$ cat config.mk
export PLATFORM = sky130hd
export DESIGN_NAME = ret_stack
export DESIGN_NICKNAME = d
export VERILOG_FILES = /design/src/rtl/ret_stack.sv
export SDC_FILE = /design/constraint.sdc
export NUM_CORES = 2
export LEC_CHECK = 0
export CELL_PAD_IN_SITES_DETAIL_PLACEMENT = 0
export CELL_PAD_IN_SITES_GLOBAL_PLACEMENT = 2
export CORE_MARGIN = 8
export CORE_UTILIZATION = 35
export DETAILED_ROUTE_END_ITERATION = 8
export PLACE_DENSITY_LB_ADDON = 0.3
export SLEW_MARGIN = 5
export SYNTH_ARGS = -nofsm -noshare
export SYNTH_HDL_FRONTEND = slang
export SYNTH_SLANG_ARGS = --single-unit
$ cat constraint.sdc
create_clock -name clk -period 4.5 [get_ports clk]
set_input_delay 1.125 -clock clk [delete_from_list [all_inputs] [get_ports clk]]
set_output_delay 1.125 -clock clk [all_outputs]
set_load 0.005 [all_outputs]
$ cat src/rtl/ret_stack.sv
// Return-address style LIFO stack with registered top/count/error outputs.
// Define RET_STACK_WRAP_EN to make a push into a full stack overwrite the oldest entry.
module ret_stack #(
  parameter int WIDTH      = 11,
  parameter int DEPTH_LOG2 = 7
) (
  input  logic                  clk,
  input  logic                  reset,
  input  logic                  push,
  input  logic                  pop,
  input  logic [WIDTH-1:0]      din,
  output logic [WIDTH-1:0]      top,
  output logic [DEPTH_LOG2:0]   count,
  output logic                  empty,
  output logic                  full,
  output logic                  overflow,
  output logic                  underflow
);

  localparam int DEPTH = 1 << DEPTH_LOG2;
  localparam logic [DEPTH_LOG2:0]   DEPTH_CNT = (DEPTH_LOG2 + 1)'(DEPTH);
  localparam logic [DEPTH_LOG2:0]   ONE_CNT   = (DEPTH_LOG2 + 1)'(1);
  localparam logic [DEPTH_LOG2-1:0] TWO_IDX   = DEPTH_LOG2'(2);

  // Storage is circular: hp is the next free slot, the top entry lives at hp-1
  // and the oldest at hp-count, so a wrapping push naturally overwrites it.
  logic [WIDTH-1:0]      mem [DEPTH];
  logic [DEPTH_LOG2-1:0] hp;

  logic [DEPTH_LOG2-1:0] hp_nxt;
  logic [DEPTH_LOG2:0]   count_nxt;
  logic [WIDTH-1:0]      top_nxt;
  logic                  ovf_nxt;
  logic                  unf_nxt;
  logic                  wr_en;
  logic [DEPTH_LOG2-1:0] wr_idx;
  logic [DEPTH_LOG2-1:0] below_idx;

  assign empty     = (count == '0);
  assign full      = (count == DEPTH_CNT);
  assign below_idx = hp - TWO_IDX;

  always_comb begin
    hp_nxt    = hp;
    count_nxt = count;
    top_nxt   = top;
    ovf_nxt   = 1'b0;
    unf_nxt   = 1'b0;
    wr_en     = 1'b0;
    wr_idx    = hp;
    if (push && (!pop || empty)) begin
      if (!full) begin
        wr_en     = 1'b1;
        hp_nxt    = hp + 1'b1;
        count_nxt = count + 1'b1;
        top_nxt   = din;
      end else begin
        ovf_nxt = 1'b1;
`ifdef RET_STACK_WRAP_EN
        wr_en   = 1'b1;
        hp_nxt  = hp + 1'b1;
        top_nxt = din;
`endif
      end
    end else if (push && pop) begin
      // Replace the top in place; depth is unchanged.
      wr_en   = 1'b1;
      wr_idx  = hp - 1'b1;
      top_nxt = din;
    end else if (pop) begin
      if (empty) begin
        unf_nxt = 1'b1;
      end else begin
        hp_nxt    = hp - 1'b1;
        count_nxt = count - 1'b1;
        top_nxt   = (count == ONE_CNT) ? '0 : mem[below_idx];
      end
    end
  end

  always_ff @(posedge clk) begin
    if (reset) begin
      hp        <= '0;
      count     <= '0;
      top       <= '0;
      overflow  <= 1'b0;
      underflow <= 1'b0;
    end else begin
      hp        <= hp_nxt;
      count     <= count_nxt;
      top       <= top_nxt;
      overflow  <= ovf_nxt;
      underflow <= unf_nxt;
    end
  end

  // Entries are never cleared; count gating keeps stale data invisible.
  always_ff @(posedge clk) begin
    if (!reset && wr_en) begin
      mem[wr_idx] <= din;
    end
  end

endmodule

Word-level counts from Yosys, hierarchy flattened
Memory sizes are Yosys's and may differ from the RTL's. Index checks and enable logic that the tools add are counted.

Memories kept: 1. Register bits after elaboration: 28. Memory bits (writable): 1408. Bits in read-only memories: 0. Latch bits: 0. Output and inout bits: 23.

Divide/modulo/power cells: 0. Reduce and logical (&&, ||, !) cells: 13. Multipliers: 0. Order comparisons: 0. Bitwise gates (word level): 2. Multiplexer cells: 25. $add $sub $neg: 5. Eq/ne operators: 6. Shift-type cells: 0.

Memory list: mem (depth 128, width 11, read ports 1, clocked after memory_dff 0, wr ports 1, RTL line 27) `logic [WIDTH-1:0] mem [DEPTH];`.

Operators with widths (count): $mux W11 (6); $mux W7 (7); $mux W8 (5); $add A8 B1 Y8 const B (1); $eq A8 B1 Y1 const B (1); $eq A8 B8 Y1 const B (1); $logic_not A8 Y1 (1); $sub A8 B1 Y8 const B (1); $add A7 B1 Y7 const B (1); $mux W1 (7); $sub A7 B1 Y7 const B (1); $sub A7 B2 Y7 const B (1); $ne A2 B2 Y1 const B (2); $reduce_and A4 Y1 (1); $reduce_or A4 Y1 (1); $logic_and A1 B1 Y1 (3); $ne A3 B1 Y1 const B (1); $reduce_and A3 Y1 (1); $reduce_bool A3 Y1 (1); $logic_not A1 Y1 (2); $ne A2 B1 Y1 const B (1); $not A1 Y1 (2); $reduce_bool A2 Y1 (1); $reduce_or A2 Y1 (1); $logic_or A1 B1 Y1 (1).

Logic depth before layout (Yosys ltp)
Depth after elaboration: 7. Gate-level depth with buffers: 14.

Worst setup path before layout
Ideal clock, no wire load.

Path kind: input to register. From: input pop. To: memory mem[38][0], enable pin. Cell stages on the path: 7. Data required time: 4122 ps. Slack: 848 ps. Data arrival time: 3274 ps. Library setup time: 378 ps. Cells stage by stage: clkbuf_1 -> o41ai_4 -> or4_1 -> mux2_2 -> nand2b_2 -> buf_2 -> nor2_1.

Cells in the longest elaborated chain, start to end: 7. Elaborated cells between the ends (all ways): 11. Those cells by class: 6 x mux; 5 x reduce/logical.

Ends and longest elaborated chain: start, declared (RTL line 10) `input logic pop,`; $logic_not A1 Y1 (RTL line 51) `if (push && (!pop || empty)) begin`; $logic_or A1 B1 Y1 (RTL line 51); $logic_and A1 B1 Y1 (RTL line 51); $mux W1 (RTL line 51); $logic_and A1 B1 Y1 (RTL line 99) `if (!reset && wr_en) begin`; $mux W1 (RTL line 99); $mux W1 (not written as such) (RTL line 100) `mem[wr_idx] <= din;`; end, declared (RTL line 27).

Several ways; a longest one is shown, not always the timed one.

Final worst setup path
From: register hp[1]. To: register top[9].

Cells in the longest elaborated chain, start to end: 7.

Ends and longest elaborated chain: start, declared (RTL line 28) `logic [DEPTH_LOG2-1:0] hp;`; start signal, assigned (RTL line 89) `hp <= hp_nxt;`; $sub A7 B2 Y7 (RTL line 41) `assign below_idx = hp - TWO_IDX;`; $mem_v2 Z128 W11; $mux W11 (RTL line 76) `top_nxt = (count == ONE_CNT) ? '0 : mem[below_idx];`; $mux W11 (RTL line 71) `if (empty) begin`; $mux W11 (RTL line 70) `end else if (pop) begin`; $mux W11 (RTL line 65) `end else if (push && pop) begin`; $mux W11 (RTL line 51); end signal, assigned (RTL line 91) `top <= top_nxt;`; end, declared (RTL line 12) `output logic [WIDTH-1:0] top,`.

No other way between the ends. The select of a mux whose other input is x is not followed. A chain may end at the register's enable or synchronous reset.

==> metrics.md <==
| Metric | Value |
|---|---|
| Synth area leaders | `edfxtp_1 74%, mux2i_1 12%, a22oi_1 5.5%, nor2_1 0.99%, dfxtp_1 0.97%` |
| Period minus WS final | `4.009 ns` |
| GPL Wtd Cong | `0.8194` |
| RR Endpoint | `top[9]` |
| Req. time, crit path | `5.19 ns` |
| Startpoint of the worst hold path | `count[7]` |
| Post-synthesis sequential area ratio | `74.51%` |
| Fin cells | `5891` |
| Core area | `163000 um2` |
| Avg Cell Area, Syn | `17.31 um2` |
| Clk_lat worst skew | `0.77 ns` |
| FF-to-FF path depth | `9` |
| Routed Antenna Nets | `0` |
| Hold buffer count at cts | `0` |
| Crit-path max FO | `80` |
| CTS tree | `yes` |
| Leading area contributor after synthesis | `edfxtp_1` |
| Setup CP Type | `reg -> reg` |
| Nets | `3618` |
| Fmax | `0.2495 GHz` |
| Cell Int Power | `26.88 mW` |
| Syn Std Cell Area | `57500 um2` |
| IR drop worst, VDD | `0.0006054 V` |
| Vias/cell | `5.334` |
| Gr usage total | `18.18%` |
| Overall Power | `41.69 mW` |
| Clk buf depth | `3` |
| Seq pwr share | `36.6%` |
| Die area | `177500 um2` |
| Row count | `148` |
| IO Port Bufs | `37` |
| CP Launch Type | `register` |
| Seq cells post-synth | `1436` |
| Slew @ Worst Pin | `1.151 ns` |
| Clock Pin Slew Worst Setup and Hold Paths | `0.06 ns` |
| CP arrival | `4.70 ns` |
| Hpwl dp | `106500 um` |
| Number of global-route vias before repair | `31.37k` |
| Share of layout cells above drive strength 1 | `16.29%` |
| Clk pwr share | `29.2%` |
| Hold-critical path depth | `2` |
| Synth top area share | `73.53%` |
| Static leakage | `21.08 nW` |
| Area after DPL | `62270 um2` |
| DR WL/cell | `28.45 um` |
| Post-Route Skew | `0.01939 ns` |
| Num CTS Buffers | `153` |
| Ports | `38` |
| Synth warnings | `0` |
| Sw Ratio | `35.52%` |
| Run status | `completed` |
| Combinational group share of total power | `34.2%` |
| Critical register-to-register path startpoint | `hp[1]` |
| Number of H-tree levels | `4` |
| Netlist cell types | `81` |
| Design area | `67090 um2` |
| Die X | `421.3 um` |
| Synthesis-to-layout area growth | `16.68%` |
| Final worst-path cycle share | `89.08%` |
| NetSw | `14.81 mW` |
| Rel. slew slack | `23.27%` |
| Critical Path End Type | `register` |
| Die Height | `421.3 um` |
| Worst Hold End | `overflow` |
| Final Setup Violations | `0` |
| Fin. Hold Viols | `0` |
| Slew Limit Fails | `0` |
| Top FF cell, synth | `edfxtp_1` |
| First-pass GRT wire length | `236700 um` |
| R2R setup slack | `0.49 ns` |
| Ys async rst share | `0%` |
| HP Class | `reg -> reg` |
| Final Util | `41.17%` |
| Setup slack after layout | `0.4914 ns` |
| Total gr overflow | `0` |
| Initial Util | `35.29%` |
| Drt pass-1 iters | `5` |
| RSZ-0062 raised after global routing | `false` |
| Post-synth EDFFs | `1408` |
| Dpl ws | `0.2496 ns` |
| Pwr dens | `621.4 nW/um2` |
| Largest net degree at the start of global routing | `127` |
| Routed wire length | `167600 um` |
| Placed cell count | `5615` |
| DR vias | `31.42k` |
| TNS Setup | `0 ns` |
| Root Buffer Master | `clkbuf_16` |
| Mapped Cells | `3322` |
| Max-Cap Viols | `0` |
| PostCTS Resize Cnt | `0` |
| Number of DRC markers in iteration 0 | `3055` |
| Number of setup buffers added after CTS | `0` |
| # clock sinks | `1436` |
| Hold slack | `0.6078 ns` |
| Syn_nets | `3345` |
| Antenna violations before repair | `5` |
| Drc violations | `0` |
-- cell families (layout without fill, tap and decap cells) --
family | after synthesis | after routing | synth area share, %
flops | 1436 | 1436 | 74.51
buf+inv | 237 | 628 | 1.880
fa+ha+maj | 8 | 8 | 0.1741
compound gates | 642 | 642 | 8.208
xor+xnor | 17 | 17 | 0.3308
simple gates | 278 | 278 | 2.450
mux | 704 | 704 | 12.45
other cells | 0 | 3 | 0
-- layout make-up --
type                       instances  area (um2)
sequential                      1436       42850
clock buffer                     177        4035
inverter                          14       52.55
fill                           14669       95860
multi-input combinational       1649       13680
clock inverter                    96       782.0
timing repair buffer             341        2963
tap                             2175        2721
antenna                            3       7.507
-- sequential cells by signal, summed over array words and instances (netlist names) --
| name | count |
|---|---|
| count | 8 |
| mem | 1408 |
| hp | 7 |
| underflow | 1 |
| top | 11 |
| overflow | 1 |
-- cells in the final DEF (no fill, tap or decap), types with 4 or more instances in the layout --
cell             instances
nor2_1                 149
clkinvlp_4              11
mux4_2                   8
buf_4                  288
mux2i_1                689
xor2_1                   5
edfxtp_1              1408
nand2_1                 11
nor2b_4                  4
clkinv_2                31
clkbuf_1                18
a221oi_1                 6
a31oi_1                  4
and3_1                  13
nand3_1                 19
nand4_1                 15
a22oi_1                424
a41oi_1                  4
o21ai_0                  7
nor2b_1                  5
nand3_2                 10
nor3_1                  10
clkinv_1                36
bufinv_16               10
inv_1                   12
dfxtp_1                 26
xnor2_1                  8
o22ai_1                 12
a21oi_1                104
nand2b_1                 9
o41ai_1                 40
mux2_2                   6
clkbuf_16              158
a22o_1                   4
ha_1                     8
buf_12                  27
clkdlybuf4s50_1         26
-- routing by layer --
layer | GRT usage (%) | routed length (um) | vias to the layer above
met5 | 0 | 13 | -
met4 | 5.146 | 4434 | 2
met3 | 3.015 | 8601 | 227
met2 | 29.20 | 78490 | 890
met1 | 25.55 | 76060 | 16292
li1 | - | - | 14010
-- cell usage after synthesis (7+ instances only) --
master	number
dfxtp_1	28
nand3_1	20
nand2_1	11
o41ai_1	43
and3_1	13
edfxtp_1	1408
buf_4	20
nand4_1	15
mux2i_1	689
buf_2	82
nor3_1	10
a21oi_1	104
mux4_2	8
o21ai_0	7
xnor2_1	8
nand2b_1	9
nand3_2	9
clkbuf_1	112
o22ai_1	12
nor2_1	151
inv_1	12
buf_1	7
nor2b_1	9
ha_1	8
a22oi_1	424
-- critical path: stages, from the launching register on --
cell,delay [ns]
dfxtp_4,0.35
buf_12,0.47
buf_4,0.88
nor2_4,0.09
buf_12,0.25
a22oi_1,0.32
a21oi_1,0.22
o41ai_1,0.90
nand4_1,0.16
o22ai_1,0.19
-- power by group through the flow --
stage | sequential, mW | combinational, mW | clock [mW]
floorplan | 15.4 | 8.04 | 0
global placement | 15.5 | 14.2 | 0
detailed placement | 15.5 | 14.2 | 0
CTS | 15.3 | 14.2 | 12.4
global route | 15.3 | 14.9 | 12.9
finish | 15.3 | 14.2 | 12.2
-- worst max path at each step --
stage / from / endpoint / slack (ns) / cells past startpoint
2_1_floorplan: pop / mem[38][0] / 0.85 / 7
3_3_place_gp: pop / mem[72][10] / 0.29 / 10
3_5_place_dp: pop / mem[73][1] / 0.25 / 9
4_1_cts: hp[1] / top[9] / 0.45 / 9
5_1_grt: count[2] / empty / 0.38 / 4
6_report: hp[1] / top[9] / 0.49 / 9
(Power assumes the default switching activity.)
